[src/rtl/address_generator_pkg.sv]
// Shared types and constants for the march-element address generator.
// The Gray encoder is reused by future data-background logic.
package address_generator_pkg;

  localparam int ADDR_WIDTH = 10;

  typedef enum logic [1:0] {
    AG_IDLE = 2'd0,
    AG_RUN  = 2'd1,
    AG_DONE = 2'd2
  } ag_state_e;

  localparam logic ADMD_LINEAR = 1'b0;
  localparam logic ADMD_GRAY   = 1'b1;
  localparam logic UPDWN_UP    = 1'b1;

endpackage

[src/rtl/gray_encoder.sv]
// Combinational binary-to-Gray conversion.
module gray_encoder #(
  parameter int aw = 10
) (
  input  logic [aw-1:0] bin_i,
  output logic [aw-1:0] gray_o
);

  assign gray_o = bin_i ^ (bin_i >> 1);

endmodule

[src/rtl/address_generator.sv]
// Steps the memory address through one march element, up or down, in binary or Gray order,
// and pulses done_out when the terminal address has been stepped past.
module address_generator
  import address_generator_pkg::*;
#(
  parameter int aw   = ADDR_WIDTH,
  parameter int amax = (1 << aw) - 1
) (
  input  logic          clk,
  input  logic          rst,
  input  logic          start_in,
  input  logic          updwn_in,
  input  logic          admd_in,
  input  logic          step_in,
  output logic [aw-1:0] addr_out,
  output logic          last_out,
  output logic          busy_out,
  output logic          done_out
);

  localparam logic [aw-1:0] AmaxC = aw'(amax);

  ag_state_e     state_q, state_d;
  logic [aw-1:0] count_q, count_d;
  logic [aw-1:0] addr_q, addr_d;
  logic [aw-1:0] gray_w;
  logic [aw-1:0] terminal_w;
  logic          dir_q, dir_d;
  logic          mode_q, mode_d;
  logic          at_term_w;

  assign terminal_w = (dir_q == UPDWN_UP) ? AmaxC : '0;
  assign at_term_w  = (count_q == terminal_w);

  always_ff @(posedge clk) begin
    if (rst) begin
      state_q <= AG_IDLE;
    end else begin
      state_q <= state_d;
    end
  end

  // start_in wins over everything, including a same-cycle step and the DONE cycle.
  always_comb begin
    state_d = state_q;
    if (start_in) begin
      state_d = AG_RUN;
    end else begin
      unique case (state_q)
        AG_IDLE: state_d = AG_IDLE;
        AG_RUN:  if (step_in && at_term_w) state_d = AG_DONE;
        AG_DONE: state_d = AG_IDLE;
        default: state_d = AG_IDLE;
      endcase
    end
  end

  always_comb begin
    dir_d   = dir_q;
    mode_d  = mode_q;
    count_d = count_q;
    if (start_in) begin
      dir_d   = updwn_in;
      mode_d  = admd_in;
      count_d = (updwn_in == UPDWN_UP) ? '0 : AmaxC;
    end else if ((state_q == AG_RUN) && step_in && !at_term_w) begin
      count_d = (dir_q == UPDWN_UP) ? (count_q + aw'(1)) : (count_q - aw'(1));
    end
  end

  gray_encoder #(.aw(aw)) u_gray (
    .bin_i  (count_d),
    .gray_o (gray_w)
  );

  // Encoding the next count keeps addr_out a plain register with the same latency as count.
  assign addr_d = (mode_d == ADMD_GRAY) ? gray_w : count_d;

  always_ff @(posedge clk) begin
    if (rst) begin
      count_q <= '0;
      addr_q  <= '0;
      dir_q   <= UPDWN_UP;
      mode_q  <= ADMD_LINEAR;
    end else begin
      count_q <= count_d;
      addr_q  <= addr_d;
      dir_q   <= dir_d;
      mode_q  <= mode_d;
    end
  end

  always_comb begin
    busy_out = (state_q == AG_RUN);
    done_out = (state_q == AG_DONE);
    last_out = busy_out & at_term_w;
  end

  assign addr_out = addr_q;

endmodule

[config.mk]
export PLATFORM = sky130hd
export DESIGN_NAME = address_generator
export DESIGN_NICKNAME = d
export VERILOG_FILES = /design/src/rtl/address_generator_pkg.sv /design/src/rtl/gray_encoder.sv /design/src/rtl/address_generator.sv
export SDC_FILE = /design/constraint.sdc
export NUM_CORES = 1
export LEC_CHECK = 0
export ABC_AREA = 1
export BUFFER_PORTS_ARGS = -buffer_cell sky130_fd_sc_hd__buf_2
export CAP_MARGIN = 20
export CORE_ASPECT_RATIO = 1.2
export CORE_MARGIN = 2
export CORE_UTILIZATION = 30
export DETAILED_ROUTE_END_ITERATION = 6
export SYNTH_ARGS = -nofsm -noshare
export SYNTH_HDL_FRONTEND = slang
export SYNTH_SLANG_ARGS = --single-unit
[constraint.sdc]
create_clock -name clk -period 2.4 [get_ports clk]
set_clock_uncertainty 0.1 [all_clocks]
set_input_delay 0.24 -clock clk [delete_from_list [all_inputs] [get_ports clk]]
set_output_delay 0.24 -clock clk [all_outputs]
set_load 0.03 [all_outputs]
==> results by group, run 1 <==
Route
  – Initial DRC count: 60
  – Metal3 WL: ~50 um
  – Total routed wirelength: 3.68 mm
  – Vias: between 1000 and 1500
  – DR WL met2: 1.77 mm
  – M1 WL: 1.79 mm
  – Final ANT Viol Nets: 0
  – Vias per cell: 4.46
  – DR top layer: met4
  – First drt pass iteration count: 4
  – DRC violations left: 0
  – DR WL/cell: 11.1 um

CTS
  – Clock tree sinks: 23
  – Post-cts resize count: 0
  – Clock Path Buffers: 2
  – Clk_lat worst skew: 0.26 ns
  – H-tree Lvls: 1
  – CTS Hold Buffers Added: 0
  – CTS tree: built
  – Num CTS Buffers: 3
  – Clk pin slew, worst setup/hold paths: 0.08 ns
  – Clock root buffer: clkbuf_8
  – Post-CTS setup buffers: 0

Synth
  – Top-count cell post-synth: nand2_1
  – Asr flop ratio synth: 0
  – Synth top area cells: dfxtp_1 (28%), nand2_1 (16%), inv_1 (7.5%)
  – EDFF count, synth: 0
  – Synthesized cell area: between 1500 and 2000 um^2
  – Synth top area share: 0.279
  – Synth Area per Inst: about 6.6 um^2
  – Mapped Nets: 267
  – Synth cell types: 28
  – Main flop type after synthesis: dfxtp_1
  – Yosys top cell by area: dfxtp_1
  – Sequential area share after synthesis: 0.279
  – Synthesis Warnings: 0
  – Yosys reg bits: 23
  – Top cells by count, synth: nand2_1 (72), inv_1 (33), nor2_1 (30)
  – Synth Instances: 252

Worst setup path
  – CP Capture Type: flip-flop
  – CP max stage cell: dfxtp_2
  – Slowest stage delay, CP: slightly below 0.4 ns
  – Most frequent CP cell: nand2_1
  – Type of origin of the critical path: flip-flop
  – Reg2reg setup slack: 0.19 ns
  – Crit path arrival time: 2.31 ns
  – Worst Reg-to-Reg Cells: 15
  – CP Cell Sequence: inv_4, ha_1, nand2_1, inv_1, nand2_2, nor2_4, nand2_4, nand2_8, inv_2, nand3_1, nand2_2, nand2_1, nand2_1, nand2_1, nor2_1
  – Crit Path Category: flip-flop to flip-flop
  – R2R Path End: addr_out[4]
  – Critical Path Fanout Max: 12
  – Critical Path RT: 2.50 ns
  – R2R Path Start: dir_q

Floorplanning
  – I/O pin count: 19
  – DIE WIDTH: between 70 and 80 um
  – Initial core utilization: 0.312
  – Row count: 29
  – Die area: 6120 um^2
  – Die H: 85.3 um
  – Core box area: 5300 um^2

Timing
  – Upper clock frequency limit: between 0.4 and 0.5 GHz
  – RSZ-0062 raised after global routing: false
  – Least-Margin Pin Slew: 0.451 ns
  – Slew margin rel.: 0.698
  – Setup_tns: 0 ns
  – Min Tclk post-route: approximately 2.2 ns
  – Final hold violation count: 0
  – Setup-failing EPs final: 0
  – Max-slew violation count: 0
  – Fin crit share: 0.922

Place
  – HPWL Detailed: slightly below 3 mm
  – Port bufs: 18
  – Placer Congestion: 0.808
  – Placed cells: around 330

Min path
  – Worst Hold End: state_q[1]
  – Hold Path Class: input port to flip-flop
  – Hold_sp: step_in
  – Hold Crit Depth: 3

Global route
  – Vias in the first global route: 1349
  – GRT Resource Usage Total: 0.127
  – Remaining global-route overflow: 0
  – First-pass GRT wire length: 6.24 mm
  – Initial antenna violation count: 0
  – Pin count of the biggest net entering global routing: 13

Final layout
  – Fin cells: 332
  – Fin nets: 286
  – Share of post-route cells with drive strength above 1: 0.226
  – P&R area growth vs syn: 12.7%
  – Final core occ: 0.351
  – Reg area: 462 um^2
  – Fillers: 582
  – Ant diodes: 0
  – Area occupied by multi-input gates: 1020 um^2

Pwr
  – Comb power frac: 0.327
  – Leak: between 0.001 and 0.0015 uW
  – Switching share of total power: 0.355
  – Switching pwr: 355 uW
  – Final total power: approximately 1000 uW
  – Maximum vdd ir drop: 0.385 mV
  – Internal Pwr Total: 646 uW
  – Clock power share: 0.240
  – Sequential share of power: 0.434
  – Pwr per Cell Area: 538 nW/um^2

Job
  – Max_cap viols: 0

Outcome
  – Status: complete, no violations
-- per-layer routing --
layer	global-route usage	vias up
li1	-	822
met1	0.173	636
met2	0.210	15
met3	0.00950	7
met4	0.0463	0
met5	0	-
-- metrics by stage --
stage	hold WS (ns)	area, um^2	setup WS, ns
finish	0.163	1860	0.188
global route	0.190	1860	0.00117
CTS	0.163	1820	0.0116
detailed placement	0.450	1780	0.0321
global placement	0.440	1780	0.0426
floorplan	0.289	1650	0.429
-- flip-flops by register name, summed over array words and instances, names as in the netlist --
register / flops
state_q: 2
count_q: 10
mode_q: 1
addr_out: 9
dir_q: 1
-- critical path: cells and delay by family, from the launching register on --
| family | cells | cell delay [ns] |
|---|---|---|
| AND/OR/NAND/NOR | 11 | 1.00 |
| flip-flops | 1 | 0.39 |
| adder cells (fa/ha/maj) | 1 | 0.34 |
| buffers and inverters | 3 | 0.31 |
-- power by group through the flow --
stage	combinational, uW	sequential, uW	clock [uW]
floorplan	225	473	0
global placement	319	442	0
detailed placement	320	442	0
CTS	322	433	250
global route	371	438	260
finish	327	435	240
-- worst max-delay path by stage --
stage                     start          end  slack (ns)  cells after the start
after floorplan           dir_q  addr_out[3]        0.43                     15
after global placement    dir_q  addr_out[7]        0.04                     15
after detailed placement  dir_q  addr_out[5]        0.03                     15
after CTS                 dir_q  addr_out[5]        0.01                     15
after global routing      dir_q  addr_out[7]       0.001                     15
final                     dir_q  addr_out[4]        0.19                     15
-- cell type report --
cell class	instances	share of cell area
clock buffers	4	0.0242
inverters	37	0.0759
multi-input cells	185	0.550
flip-flops and latches	23	0.248
well taps	62	0.0417
repair buffers	21	0.0605
-- cell families (layout without fill, tap and decap cells) --
family / after synthesis / in the layout / synth area share
simple gates: 155 / 155 / 0.449
compound gates: 20 / 20 / 0.0720
fa+ha+maj: 9 / 9 / 0.0727
xor+xnor: 1 / 1 / 0.00530
buf+inv: 44 / 62 / 0.122
flops: 23 / 23 / 0.279
-- layout by cell type, fill, tap and decap left out, drive strengths merged --
| cell | instances |
|---|---|
| nand3b | 4 |
| nor4 | 1 |
| ha | 8 |
| nor3 | 1 |
| clkbuf | 4 |
| nand4 | 5 |
| xnor2 | 1 |
| buf | 21 |
| dfxtp | 23 |
| or2 | 1 |
| inv | 37 |
| a21oi | 16 |
| nor2 | 33 |
| nand2 | 89 |
| o21ai | 4 |
| nand3 | 21 |
| fa | 1 |
(Power assumes the default switching activity.)
==> run 2: changes to the inputs <==
clock period = 2.6 ns   (was 2.4 ns; I/O delays follow)
==> results by group, run 2 (synthesized netlist as in run 1, its figures left out) <==
Final layout
  – Max reg flops: 10
  – Commonest non-fill, non-tap cells in the layout: nand2_1 (72), inv_1 (33), nor2_1 (30)
  – P&R area growth vs syn: 9.17%
  – Final Instance Area: ~1800 um^2
  – Fin cells: 329
  – Biggest register: count_q
  – Fin nets: 283
  – Most common cell after layout, fill and taps aside: nand2_1
  – Ant diodes: 0
  – Share of post-route cells with drive strength above 1: 0.210

Timing
  – Upper clock frequency limit: 0.429 GHz
  – Max-slew violation count: 0
  – RSZ-0062 raised after global routing: false
  – Hold Slack: 0.179 ns
  – Fin crit share: 0.896
  – Worst Slack Setup Final: 0.271 ns
  – Final hold violation count: 0
  – Setup-failing EPs final: 0
  – Slew margin rel.: 0.707
  – Least-Margin Pin Slew: 0.437 ns
  – Min Tclk post-route: 2.33 ns
  – Setup_tns: 0 ns

Route
  – M1 WL: 1.72 mm
  – Vias per cell: approximately 4.5
  – Vias: 1495
  – Initial DRC count: 52
  – DR WL/cell: 10.7 um
  – Metal3 WL: 120 um
  – Final ANT Viol Nets: 0
  – Total routed wirelength: roughly 3.5 mm
  – DR top layer: met4
  – DRC violations left: 0
  – DR WL met2: approximately 1.7 mm
  – First drt pass iteration count: 4

Floorplanning
  – I/O pin count: 19
  – DIE WIDTH: around 72 um
  – Die H: 85.3 um
  – Core box area: 5300 um^2
  – Die area: 6120 um^2
  – Initial core utilization: 0.312
  – Row count: 29

Outcome
  – Status: complete, no violations

Place
  – Setup WS pre-CTS: 0.302 ns
  – Port bufs: 18
  – Placer Congestion: 0.823
  – Placed cells: about 330
  – Post-DP Area: 1760 um^2
  – HPWL Detailed: between 2 and 3 mm

Global route
  – Vias in the first global route: 1337
  – Initial antenna violation count: 0
  – Pin count of the biggest net entering global routing: 14
  – Remaining global-route overflow: 0
  – GRT Resource Usage Total: 0.122
  – First-pass GRT wire length: 6.07 mm

Pwr
  – Maximum vdd ir drop: around 0.25 mV
  – Leak: 0.000998 uW
  – Pwr per Cell Area: between 500 and 600 nW/um^2

CTS
  – Num CTS Buffers: 3
  – Clock Path Buffers: 2
  – Clock tree sinks: 23
  – H-tree Lvls: 1
  – Clock root buffer: clkbuf_8
  – Clk_lat worst skew: 0.27 ns
  – Post-CTS setup buffers: 0
  – Post-cts resize count: 0
  – CTS tree: built
  – CTS Hold Buffers Added: 0
  – Clk pin slew, worst setup/hold paths: 0.09 ns

Worst setup path
  – Crit Path Category: flip-flop to flip-flop
  – Reg2reg setup slack: 0.27 ns
  – Worst Reg-to-Reg Cells: 13
  – R2R Path End: addr_out[7]
  – R2R Path Start: dir_q
  – Crit path arrival time: 2.39 ns
  – Critical Path RT: between 2 and 3 ns
  – CP Capture Type: flip-flop
  – Type of origin of the critical path: flip-flop
  – Critical Path Fanout Max: 12

Min path
  – Worst Hold End: state_q[1]
  – Hold Crit Depth: 3
  – Hold_sp: step_in
  – Hold Path Class: input port to flip-flop

Job
  – Max_cap viols: 0
[run 2: where the power goes]
part	internal [uW]	switching (uW)	leakage [uW]
clock	107	116	0.0000255
sequential	383	18.0	0.000191
combinational	93.7	195	0.000781
[run 2: layout make-up]
type	count	area, um^2
inverters	37	139
clock buffers	3	41.3
fillers	589	3490
multi-input cells	185	990
repair buffers	18	90.1
well taps	62	77.6
clock inverters	1	5.00
flip-flops and latches	23	460
[run 2: layer usage]
layer | global-route usage | up-vias
met1 | 0.165 | 646
met5 | 0 | -
met3 | 0.00713 | 4
met4 | 0.0463 | 0
li1 | - | 814
met2 | 0.202 | 31
[run 2: worst max path at each step]
| stage | from | end | slack, ns | cells after the start |
|---|---|---|---|---|
| 2_1_floorplan | dir_q | last_out | 0.62 | 8 |
| 3_3_place_gp | dir_q | addr_out[7] | 0.38 | 13 |
| 3_5_place_dp | dir_q | addr_out[7] | 0.30 | 13 |
| 4_1_cts | dir_q | addr_out[7] | 0.28 | 13 |
| 5_1_grt | dir_q | addr_out[7] | 0.04 | 13 |
| 6_report | dir_q | addr_out[7] | 0.27 | 13 |
[run 2: critical path, stage by stage, from the launching register on]
cell     delay [ns]
dfxtp_1        0.42
inv_2          0.14
ha_1           0.48
nand4_4        0.14
nor2_4         0.13
nand2_4        0.08
nand2_4        0.16
inv_2          0.10
nand3_1        0.12
nand2_1        0.10
nand2_1        0.09
nand2_1        0.06
nand2_1        0.05
nor2_1         0.04
[run 2: per-stage QoR]
stage,power (uW),utilization
final,912,0.340
after global routing,969,0.340
after CTS,921,0.340
after detailed placement,697,0.332
after global placement,700,0.332
after floorplan,644,-
==> run 3: changes to the inputs <==
CORE_MARGIN = default   (was 2)
CTS_CLUSTER_SIZE = 12   (was default)
REMOVE_ABC_BUFFERS = 1   (was default)
==> results by group, run 3 (synthesized netlist as in run 1, its figures left out) <==
Place
  – Placer Congestion: 0.796
  – Port bufs: 18
  – HPWL Detailed: 2.94 mm
  – Setup WS pre-CTS: 0.261 ns

Final layout
  – Fillers: around 590
  – Most common cell after layout, fill and taps aside: nand2_1
  – Max reg flops: 10
  – Commonest non-fill, non-tap cells in the layout: nand2_1 (72), inv_1 (33), nor2_1 (30)
  – P&R area growth vs syn: 9.24%
  – Biggest register: count_q
  – Ant diodes: 0
  – Share of post-route cells with drive strength above 1: 0.210
  – Fin nets: 283

Timing
  – Fin crit share: 0.910
  – Min Tclk post-route: around 2.4 ns
  – Upper clock frequency limit: 0.423 GHz
  – Least-Margin Pin Slew: 0.445 ns
  – RSZ-0062 raised after global routing: false
  – Setup_tns: 0 ns
  – Setup-failing EPs final: 0
  – Max-slew violation count: 0
  – Worst Slack Setup Final: 0.235 ns
  – Slew margin rel.: 0.702
  – Final hold violation count: 0

Global route
  – Remaining global-route overflow: 0
  – GRT Resource Usage Total: 0.133
  – Vias in the first global route: 1385
  – First-pass GRT wire length: approximately 6.3 mm
  – Initial antenna violation count: 0
  – Pin count of the biggest net entering global routing: 13

Outcome
  – Status: complete, no violations

Pwr
  – Maximum vdd ir drop: 0.355 mV
  – Final total power: 915 uW
  – Leak: between 0.0009 and 0.001 uW
  – Pwr per Cell Area: 507 nW/um^2

Min path
  – Worst Hold End: state_q[1]
  – Hold_sp: step_in
  – Hold Crit Depth: 3
  – Hold Path Class: input port to flip-flop

Worst setup path
  – CP Capture Type: flip-flop
  – Worst Reg-to-Reg Cells: 15
  – Worst path bufs/invs: 3
  – Crit Path Category: flip-flop to flip-flop
  – Critical Path RT: 2.67 ns
  – R2R Path Start: dir_q
  – Crit path arrival time: 2.44 ns
  – Slowest stage delay, CP: 0.41 ns
  – R2R Path End: addr_out[7]
  – Type of origin of the critical path: flip-flop
  – Reg2reg setup slack: 0.23 ns
  – CP Cell Sequence: inv_2, ha_2, nand2_1, inv_1, nand2_2, nor2_4, nand2_4, nand2_4, inv_2, nand3_1, nand2_1, nand2_1, nand2_1, nand2_1, nor2_1
  – CP max stage cell: dfxtp_1
  – CP delay by family, top: simple AND/OR/NAND/NOR gates
  – Critical Path Fanout Max: 12
  – Most frequent CP cell: nand2_1

Route
  – Initial DRC count: 61
  – Total routed wirelength: 3.66 mm
  – Vias: around 1500
  – DR WL/cell: 11.1 um
  – DRC violations left: 0
  – Final ANT Viol Nets: 0
  – First drt pass iteration count: 4
  – Vias per cell: 4.56

Floorplanning
  – Die area: 5810 um^2
  – Row count: 29
  – DIE WIDTH: around 70 um
  – Core box area: roughly 5300 um^2
  – Initial core utilization: 0.312
  – I/O pin count: 19
  – Die H: 83.3 um

CTS
  – Post-CTS setup buffers: 0
  – Clk_lat worst skew: between 0.2 and 0.3 ns
  – Clock tree sinks: 23
  – Clock Path Buffers: 2
  – H-tree Lvls: 1
  – Clk pin slew, worst setup/hold paths: ~0.08 ns
  – Clock root buffer: clkbuf_8
  – Num CTS Buffers: 3
  – CTS Hold Buffers Added: 0
  – CTS tree: built
  – Post-cts resize count: 0

Job
  – Max_cap viols: 0
## run 3: tightest hold or removal path: cells and delay by family
kind	cells	cell delay, ns
AND/OR/NAND/NOR	2	0.15
buffers and inverters	1	0.10
## run 3: worst max-delay path by stage
stage / to / cells after the start / slack [ns] / startpoint
after floorplan: addr_out[7] / 13 / 0.56 / dir_q
after global placement: addr_out[7] / 15 / 0.27 / dir_q
after detailed placement: addr_out[7] / 13 / 0.26 / dir_q
after CTS: addr_out[7] / 13 / 0.25 / dir_q
after global routing: addr_out[7] / 15 / 0.01 / dir_q
final: addr_out[7] / 15 / 0.23 / dir_q
## run 3: layout make-up
type	instances	area [um^2]	area share
multi-input cells	185	992	0.550
clock buffers	4	45.0	0.0250
flip-flops and latches	23	460	0.255
well taps	62	77.6	0.0430
inverters	37	139	0.0770
repair buffers	18	90.1	0.0499
## run 3: metrics by stage
| step | instances | utilization | hold slack [ns] | instance area [um^2] |
|---|---|---|---|---|
| global route | 329 | 0.341 | 0.227 | 1800 |
| floorplan | 245 | - | 0.229 | 1590 |
| finish | 329 | 0.341 | 0.187 | 1800 |
| detailed placement | 325 | 0.332 | 0.462 | 1760 |
| CTS | 329 | 0.340 | 0.190 | 1800 |
| global placement | 325 | 0.332 | 0.437 | 1760 |
## run 3: metal layers
metal,global-route usage,routed length [um],up-vias
li1,-,-,816
met1,0.173,1700,655
met2,0.222,1790,25
met3,0.0109,106,5
met4,0.0600,70,0
met5,0,0,-
## run 3: power by group
group | switching [uW] | internal [uW]
clock network | 116 | 110
logic | 195 | 94.2
registers | 18.2 | 383
total | 329 | 587
